<file path="src/rtl/riscnet_pkg.sv">
// ----------------------------------------------------------------------------
// riscnet_pkg
// Shared definitions for the 16-bit RISC pipeline issue logic:
//   - register index and opcode widths
//   - opcode constants OP_NOP..OP_MUL and ALU control constants ALU_*
//   - the issue FSM state type
//   - helpers that classify an opcode and map it to its ALU control
// ----------------------------------------------------------------------------
package riscnet_pkg;

    localparam int REG_W = 4;
    localparam int OPC_W = 6;

    localparam logic [OPC_W-1:0] OP_NOP = 6'h00;
    localparam logic [OPC_W-1:0] OP_ADD = 6'h01;
    localparam logic [OPC_W-1:0] OP_SUB = 6'h02;
    localparam logic [OPC_W-1:0] OP_AND = 6'h03;
    localparam logic [OPC_W-1:0] OP_OR  = 6'h04;
    localparam logic [OPC_W-1:0] OP_XOR = 6'h05;
    localparam logic [OPC_W-1:0] OP_SHL = 6'h06;
    localparam logic [OPC_W-1:0] OP_SHR = 6'h07;
    localparam logic [OPC_W-1:0] OP_MUL = 6'h08;

    localparam logic [3:0] ALU_NOP = 4'd0;
    localparam logic [3:0] ALU_ADD = 4'd1;
    localparam logic [3:0] ALU_SUB = 4'd2;
    localparam logic [3:0] ALU_AND = 4'd3;
    localparam logic [3:0] ALU_OR  = 4'd4;
    localparam logic [3:0] ALU_XOR = 4'd5;
    localparam logic [3:0] ALU_SHL = 4'd6;
    localparam logic [3:0] ALU_SHR = 4'd7;
    localparam logic [3:0] ALU_MUL = 4'd8;

    typedef enum logic {
        RUN   = 1'b0,
        MULTI = 1'b1
    } state_t;

    // Opcodes outside the table are illegal and get dropped at issue.
    function automatic logic opcode_legal(input logic [OPC_W-1:0] opc);
        return (opc <= OP_MUL);
    endfunction

    function automatic logic [3:0] alu_ctl_of(input logic [OPC_W-1:0] opc);
        logic [3:0] ctl;
        case (opc)
            OP_ADD:  ctl = ALU_ADD;
            OP_SUB:  ctl = ALU_SUB;
            OP_AND:  ctl = ALU_AND;
            OP_OR:   ctl = ALU_OR;
            OP_XOR:  ctl = ALU_XOR;
            OP_SHL:  ctl = ALU_SHL;
            OP_SHR:  ctl = ALU_SHR;
            OP_MUL:  ctl = ALU_MUL;
            default: ctl = ALU_NOP;
        endcase
        return ctl;
    endfunction

endpackage

</file>
<file path="src/rtl/reg_scoreboard.sv">
// ----------------------------------------------------------------------------
// reg_scoreboard
// One pending-write bit per architectural register. R0 never becomes pending.
// Ports:
//   clk, rst_n               clock, asynchronous active-low reset (clears all)
//   i_set_en, i_set_reg      a new producer issued for i_set_reg
//   i_clr_en, i_clr_reg      writeback retiring i_clr_reg this cycle; also
//                            used as the same-cycle bypass for the read ports
//   i_kill_en, i_kill_reg    an in-flight producer was killed
//   i_rd_reg_a/b/c           registers to look up (src1, src2, dst)
//   o_hz_a/b/c               register still pending after the wb bypass
// ----------------------------------------------------------------------------
module reg_scoreboard
    import riscnet_pkg::*;
#(
    parameter int NUM_REGS = 16
) (
    input  logic             clk,
    input  logic             rst_n,
    input  logic             i_set_en,
    input  logic [REG_W-1:0] i_set_reg,
    input  logic             i_clr_en,
    input  logic [REG_W-1:0] i_clr_reg,
    input  logic             i_kill_en,
    input  logic [REG_W-1:0] i_kill_reg,
    input  logic [REG_W-1:0] i_rd_reg_a,
    input  logic [REG_W-1:0] i_rd_reg_b,
    input  logic [REG_W-1:0] i_rd_reg_c,
    output logic             o_hz_a,
    output logic             o_hz_b,
    output logic             o_hz_c
);

    logic [NUM_REGS-1:0] r_pend;
    logic [NUM_REGS-1:0] w_pend_next;

    // Clears are applied before the set so that a producer issuing in the
    // same cycle its predecessor retires keeps the register pending.
    always_comb begin
        w_pend_next = r_pend;
        if (i_clr_en) begin
            w_pend_next[i_clr_reg] = 1'b0;
        end
        if (i_kill_en) begin
            w_pend_next[i_kill_reg] = 1'b0;
        end
        if (i_set_en && (i_set_reg != '0)) begin
            w_pend_next[i_set_reg] = 1'b1;
        end
        w_pend_next[0] = 1'b0;
    end

    always_ff @(posedge clk or negedge rst_n) begin
        if (!rst_n) begin
            r_pend <= '0;
        end else begin
            r_pend <= w_pend_next;
        end
    end

    // A writeback landing this cycle satisfies the reader immediately.
    assign o_hz_a = r_pend[i_rd_reg_a] & ~(i_clr_en & (i_clr_reg == i_rd_reg_a));
    assign o_hz_b = r_pend[i_rd_reg_b] & ~(i_clr_en & (i_clr_reg == i_rd_reg_b));
    assign o_hz_c = r_pend[i_rd_reg_c] & ~(i_clr_en & (i_clr_reg == i_rd_reg_c));

endmodule

</file>
<file path="src/rtl/execute_issue_controller.sv">
// ----------------------------------------------------------------------------
// execute_issue_controller
// Decides each cycle whether the decoded instruction issues to EX or holds
// decode, tracks pending register writes, translates opcodes to ALU control
// and sequences the multi-cycle MUL.
// Ports:
//   clk, rst_n                  clock, asynchronous active-low reset
//   id_valid, id_opcode         decoded instruction valid / opcode
//   id_src1, id_src2, id_dst    source and destination registers
//   id_writes                   instruction writes id_dst
//   wb_valid, wb_reg            writeback retiring wb_reg this cycle
//   flush                       kill decode instruction and in-flight MUL
//   id_stall                    combinational hold for decode/fetch
//   ex_valid, ex_alu_ctl,
//   ex_wb_reg, ex_writes        registered EX-stage instruction
//   illegal_op                  registered pulse: illegal opcode dropped
//   busy                        registered: a MUL occupies EX
// ----------------------------------------------------------------------------
module execute_issue_controller
    import riscnet_pkg::*;
#(
    parameter int NUM_REGS = 16,
    parameter int MUL_LAT  = 4
) (
    input  logic             clk,
    input  logic             rst_n,
    input  logic             id_valid,
    input  logic [OPC_W-1:0] id_opcode,
    input  logic [REG_W-1:0] id_src1,
    input  logic [REG_W-1:0] id_src2,
    input  logic [REG_W-1:0] id_dst,
    input  logic             id_writes,
    input  logic             wb_valid,
    input  logic [REG_W-1:0] wb_reg,
    input  logic             flush,
    output logic             id_stall,
    output logic             ex_valid,
    output logic [3:0]       ex_alu_ctl,
    output logic [REG_W-1:0] ex_wb_reg,
    output logic             ex_writes,
    output logic             illegal_op,
    output logic             busy
);

    localparam int CNT_W = $clog2(MUL_LAT);

    state_t           r_state;
    state_t           w_state_next;
    logic [CNT_W-1:0] r_cnt;
    logic [CNT_W-1:0] w_cnt_next;

    logic             r_ex_valid;
    logic [3:0]       r_ex_alu_ctl;
    logic [REG_W-1:0] r_ex_wb_reg;
    logic             r_ex_writes;
    logic             r_illegal_op;
    logic             r_busy;

    logic             w_ex_valid_next;
    logic [3:0]       w_ex_alu_ctl_next;
    logic [REG_W-1:0] w_ex_wb_reg_next;
    logic             w_ex_writes_next;
    logic             w_illegal_next;
    logic             w_busy_next;

    logic             w_hz_src1;
    logic             w_hz_src2;
    logic             w_hz_dst;
    logic             w_raw_hz;
    logic             w_waw_hz;
    logic             w_stall;
    logic             w_legal;
    logic             w_is_mul;
    logic             w_can_go;
    logic             w_issue;
    logic             w_kill;

    reg_scoreboard #(
        .NUM_REGS (NUM_REGS)
    ) u_scoreboard (
        .clk        (clk),
        .rst_n      (rst_n),
        .i_set_en   (w_issue & id_writes),
        .i_set_reg  (id_dst),
        .i_clr_en   (wb_valid),
        .i_clr_reg  (wb_reg),
        .i_kill_en  (w_kill),
        .i_kill_reg (r_ex_wb_reg),
        .i_rd_reg_a (id_src1),
        .i_rd_reg_b (id_src2),
        .i_rd_reg_c (id_dst),
        .o_hz_a     (w_hz_src1),
        .o_hz_b     (w_hz_src2),
        .o_hz_c     (w_hz_dst)
    );

    assign w_legal  = opcode_legal(id_opcode);
    assign w_is_mul = (id_opcode == OP_MUL);
    assign w_raw_hz = id_valid & (w_hz_src1 | w_hz_src2);
    assign w_waw_hz = id_valid & id_writes & w_hz_dst;

    // The cycle a MUL issues from RUN is not a stall; only the following
    // MULTI cycles hold decode.
    assign w_stall  = w_raw_hz | w_waw_hz | (r_state == MULTI);
    assign w_can_go = id_valid & ~w_stall & ~flush;
    assign w_issue  = w_can_go & w_legal;

    // Killing the MUL in flight releases its destination in the scoreboard.
    assign w_kill   = (r_state == MULTI) & flush & r_ex_writes;

    assign id_stall = w_stall;

    // Next-state and next-EX logic. EX fields default to an empty slot.
    // busy tracks EX occupancy by the MUL, so it stays high through the last
    // MULTI cycle's successor, when the MUL is still in EX.
    always_comb begin
        w_state_next      = r_state;
        w_cnt_next        = r_cnt;
        w_ex_valid_next   = 1'b0;
        w_ex_alu_ctl_next = ALU_NOP;
        w_ex_wb_reg_next  = '0;
        w_ex_writes_next  = 1'b0;
        w_busy_next       = 1'b0;
        w_illegal_next    = w_can_go & ~w_legal;

        case (r_state)
            RUN: begin
                if (w_issue) begin
                    w_ex_valid_next   = 1'b1;
                    w_ex_alu_ctl_next = alu_ctl_of(id_opcode);
                    w_ex_wb_reg_next  = id_dst;
                    w_ex_writes_next  = id_writes;
                    if (w_is_mul) begin
                        w_state_next = MULTI;
                        w_cnt_next   = CNT_W'(MUL_LAT - 1);
                        w_busy_next  = 1'b1;
                    end
                end
            end
            MULTI: begin
                if (flush) begin
                    w_state_next = RUN;
                    w_cnt_next   = '0;
                end else begin
                    w_ex_valid_next   = r_ex_valid;
                    w_ex_alu_ctl_next = r_ex_alu_ctl;
                    w_ex_wb_reg_next  = r_ex_wb_reg;
                    w_ex_writes_next  = r_ex_writes;
                    w_busy_next       = 1'b1;
                    w_cnt_next        = r_cnt - CNT_W'(1);
                    if (r_cnt == CNT_W'(1)) begin
                        w_state_next = RUN;
                    end
                end
            end
            default: begin
                w_state_next = RUN;
            end
        endcase
    end

    // State and registered outputs.
    always_ff @(posedge clk or negedge rst_n) begin
        if (!rst_n) begin
            r_state      <= RUN;
            r_cnt        <= '0;
            r_ex_valid   <= 1'b0;
            r_ex_alu_ctl <= ALU_NOP;
            r_ex_wb_reg  <= '0;
            r_ex_writes  <= 1'b0;
            r_illegal_op <= 1'b0;
            r_busy       <= 1'b0;
        end else begin
            r_state      <= w_state_next;
            r_cnt        <= w_cnt_next;
            r_ex_valid   <= w_ex_valid_next;
            r_ex_alu_ctl <= w_ex_alu_ctl_next;
            r_ex_wb_reg  <= w_ex_wb_reg_next;
            r_ex_writes  <= w_ex_writes_next;
            r_illegal_op <= w_illegal_next;
            r_busy       <= w_busy_next;
        end
    end

    assign ex_valid   = r_ex_valid;
    assign ex_alu_ctl = r_ex_alu_ctl;
    assign ex_wb_reg  = r_ex_wb_reg;
    assign ex_writes  = r_ex_writes;
    assign illegal_op = r_illegal_op;
    assign busy       = r_busy;

endmodule
</file>
<file path="config.mk">
export PLATFORM = sky130hd
export DESIGN_NAME = execute_issue_controller
export DESIGN_NICKNAME = d
export VERILOG_FILES = /design/src/rtl/riscnet_pkg.sv /design/src/rtl/reg_scoreboard.sv /design/src/rtl/execute_issue_controller.sv
export SDC_FILE = /design/constraint.sdc
export NUM_CORES = 1
export LEC_CHECK = 0
export ABC_AREA = 1
export BUFFER_PORTS_ARGS = -buffer_cell sky130_fd_sc_hd__buf_2
export CORE_ASPECT_RATIO = 1.25
export CORE_MARGIN = 2
export CORE_UTILIZATION = 25
export DETAILED_ROUTE_END_ITERATION = 10
export PLACE_DENSITY = 0.45
export SYNTH_ARGS = -nofsm -noshare
export SYNTH_HDL_FRONTEND = slang
export SYNTH_SLANG_ARGS = --single-unit
</file>
<file path="constraint.sdc">
create_clock -name clk -period 1.8 [get_ports clk]
set_input_delay 0.18 -clock clk [delete_from_list [all_inputs] [get_ports clk]]
set_output_delay 0.18 -clock clk [all_outputs]
set_load 0.05 [all_outputs]
</file>
==> impl_summary.log <==
[metrics] outcome: finished with violations
[metrics] failing checks: setup timing
[metrics] setup repair after global routing missed its margin: yes
[metrics] crit end category: output port
[metrics] reported net switching power: 0.586 mW
[metrics] dominant cell type by area after synthesis: dfrtp_1
[metrics] deepest clock path buffer count: 2
[metrics] starting density of the core: 0.258
[metrics] total power consumption of the routed design: 1.80 mW
[metrics] number of global-route vias before repair: 2602
[metrics] Int Pwr: 1.21 mW
[metrics] worst slew margin relative to its limit: 0.515
[metrics] Layout Cells excl Fill: 552
[metrics] worst r2r path cells: 15
[metrics] max-slew violations: 0
[metrics] switching fraction of total power: 0.326
[metrics] global-route wire length before repair: 13600 um
[metrics] remaining global-route overflow: 0
[metrics] via density per instance: 4.69
[metrics] synthesized area: 2260 um^2
[metrics] largest net degree at the start of global routing: 31
[metrics] clk sinks: 30
[metrics] most numerous cell in the Yosys netlist: nand2_1
[metrics] Hold WC Path Type: in -> reg
[metrics] pwr dens: 594 nW/um^2
[metrics] TritonCTS buffer count: 5
[metrics] later-pin clock latency in the skew report: 0.29 ns
[metrics] Final #Nets: 460
[metrics] Die Wd: 89.0 um
[metrics] fillers: 993
[metrics] EDFF count, synth: 0
[metrics] critical path arrival: 1.75 ns
[metrics] placement row count: 38
[metrics] maximum fanout count along the critical path: 3
[metrics] root cell of the clock tree: clkbuf_8
[metrics] Area Overhead vs Synth: 34.2%
[metrics] clock input transition at the sequential cells of the worst setup and hold paths: 0.07 ns
[metrics] most used flip-flop cell after synthesis: dfrtp_1
[metrics] post-synthesis cell type count: 30
[metrics] final setup vio count: 8
[metrics] Synth Warn #: 0
[metrics] classification of the worst setup path: reg -> out
[metrics] worst supply voltage drop on vdd: 0.000382 V
[metrics] first drt pass iteration count: 4
[metrics] layout cells sized above 1: 0.266
[metrics] Clock power frac: 0.319
[metrics] die height: 110 um
[metrics] all-layer global routing usage: 0.188
[metrics] final WL: 8670 um
[metrics] drt drc: 0
[metrics] slew at the pin closest to its max-slew limit: 0.728 ns
[metrics] sequential fraction of the synthesis area: 0.332
[metrics] # H-tree levels: 2
[metrics] critical path required time: 1.62 ns
[metrics] dpl hpwl: 6930 um
[metrics] Post-Syn Area per Cell: 6.40 um^2
[metrics] Final WS setup: -0.132 ns
[metrics] I/O Buffers: 40
[metrics] weighted congestion at the end of routability-driven global placement: 0.933
[metrics] number of nets with antenna violations after routing: 0
[metrics] CP Launch Type: register
[metrics] Seq pwr share: 0.412
[metrics] Multi-input gate area: 1270 um^2
[metrics] routed vias: 2590
[metrics] core footprint: 8750 um^2
[metrics] LEAKAGE: 1.54 nW
[metrics] Reg area: 757 um^2
[metrics] share of flip-flops with an asynchronous set or reset: 1.00
[metrics] Hold Violations, Final: 0
[metrics] post-layout minimum cycle time: 1.93 ns
[metrics] Maximum Capacitance Violations: 0
[metrics] combinational fraction of design power: 0.269
[metrics] # IOs: 41
[metrics] Syn Nets: 382
[metrics] final clock skew: 0.00582 ns
[metrics] area of the die: 9810 um^2
[metrics] wire per inst: 15.7 um
[metrics] fraction of post-synthesis cell area in the top cell type by area: 0.332
[metrics] number of cells produced by synthesis: 353
[metrics] # placed instances: 539
[metrics] synth cell count leaders: 101 x nand2_1, 60 x inv_1, 38 x nand3_1
[metrics] drt first-iter violations: 106
[metrics] synth top area cells: dfrtp_1 33%, nand2_1 17%, inv_1 10%, nand3_1 8.4%, nor2_1 5.5%
[metrics] flip-flop count of the largest register after layout: 15
[metrics] period utilization: 1.07
[metrics] number of cells traversed by the worst hold path: 3
[metrics] Inserted Diodes: 0
[metrics] upper clock frequency limit: 517 MHz
[metrics] clock tree from TritonCTS: done
[metrics] number of antenna violations at the first check in global routing: 0
[metrics] count of state elements after synthesis: 30
[path summary, 6_finish.rpt]
path,start,endpoint,slack [ns]
setup / recovery,u_scoreboard.r_pend[8],id_stall,-0.13
hold / removal,id_opcode[2],ex_alu_ctl[2],0.16
setup reg to reg,u_scoreboard.r_pend[8],u_scoreboard.r_pend[14],-0.04
hold reg to reg,ex_valid,ex_valid,0.48
max in group asynchronous,rst_n,u_scoreboard.r_pend[14],0.80
min in group asynchronous,rst_n,ex_wb_reg[3],0.49
[layout make-up]
type                       count  area share
clock buffer                   7      0.0285
clock inverter                 1     0.00165
inverter                      62      0.0768
multi-input combinational    252       0.418
sequential                    30       0.250
tap                          120      0.0495
timing repair buffer          80       0.176
[per-stage QoR]
step	hold WS, ns	cell area [um^2]	util	TNS [ns]	setup WS (ns)
final	0.161	3030	0.347	-0.298	-0.132
after global routing	0.180	3030	0.347	-3.07	-0.213
after CTS	0.182	2980	0.341	-0.314	-0.124
after detailed placement	0.270	2820	0.322	-1.09	-0.0963
after global placement	0.271	2820	0.322	-1.38	-0.127
after floorplan	-0.116	2260	-	0	0.273
[power by group through the flow]
| stage | clock, mW | combinational, mW | sequential, mW |
|---|---|---|---|
| after floorplan | 0 | 0.228 | 0.753 |
| after detailed placement | 0 | 0.434 | 0.757 |
| after global placement | 0 | 0.442 | 0.758 |
| final | 0.574 | 0.484 | 0.742 |
| after global routing | 0.601 | 0.534 | 0.746 |
| after CTS | 0.581 | 0.471 | 0.741 |
[routing by layer]
metal,up-vias,track usage,part of all wire
li1,1300,-,-
met1,1184,0.226,0.41
met2,87,0.333,0.51
met3,19,0.0268,0.045
met4,0,0.0778,0.035
met5,-,0,0
[critical path, cell delays in order (launching register included)]
cell     delay, ns
dfrtp_1       0.44
buf_6         0.14
nand2_2       0.06
nand3_2       0.05
nand2_1       0.06
nand2_1       0.05
nand3_1       0.07
nand2_1       0.06
nand2_1       0.07
nand2_2       0.07
nand2_2       0.08
buf_6         0.10
nand3_4       0.06
buf_8         0.15
[cells in the final DEF, fill, tap and decap left out, drive strengths merged]
cell type / n
o211ai: 6
buf: 79
ha: 1
nand2: 103
clkinv: 1
a21oi: 7
clkbuf: 7
o221ai: 5
dfrtp: 30
nand4: 12
xor2: 2
a221o: 1
nor2: 37
inv: 62
nor3: 7
xnor2: 2
a31oi: 1
o21ai: 22
o22ai: 7
nand3: 39
dlygate4sd3: 1
[cell families after synthesis]
| family | synth area share |
|---|---|
| AOI/OAI and AO/OA | 0.130 |
| buffers and inverters | 0.132 |
| xor gates and xnor gates | 0.0155 |
| DFF | 0.332 |
| adders and majority gates | 0.00554 |
| and+or+nand+nor | 0.384 |
[what timing repair did]
| item | 4_1_cts | 5_1_grt |
|---|---|---|
| hold endpoints to repair | 30 | 0 |
| hold buffers | 1 | 0 |
| gates resized for setup | 14 | 21 |
| endpoints found under the setup margin | 16 | 30 |
| setup buffers | 4 | 0 |
| pin swaps | 3 | 3 |
(Power assumes the default switching activity.)
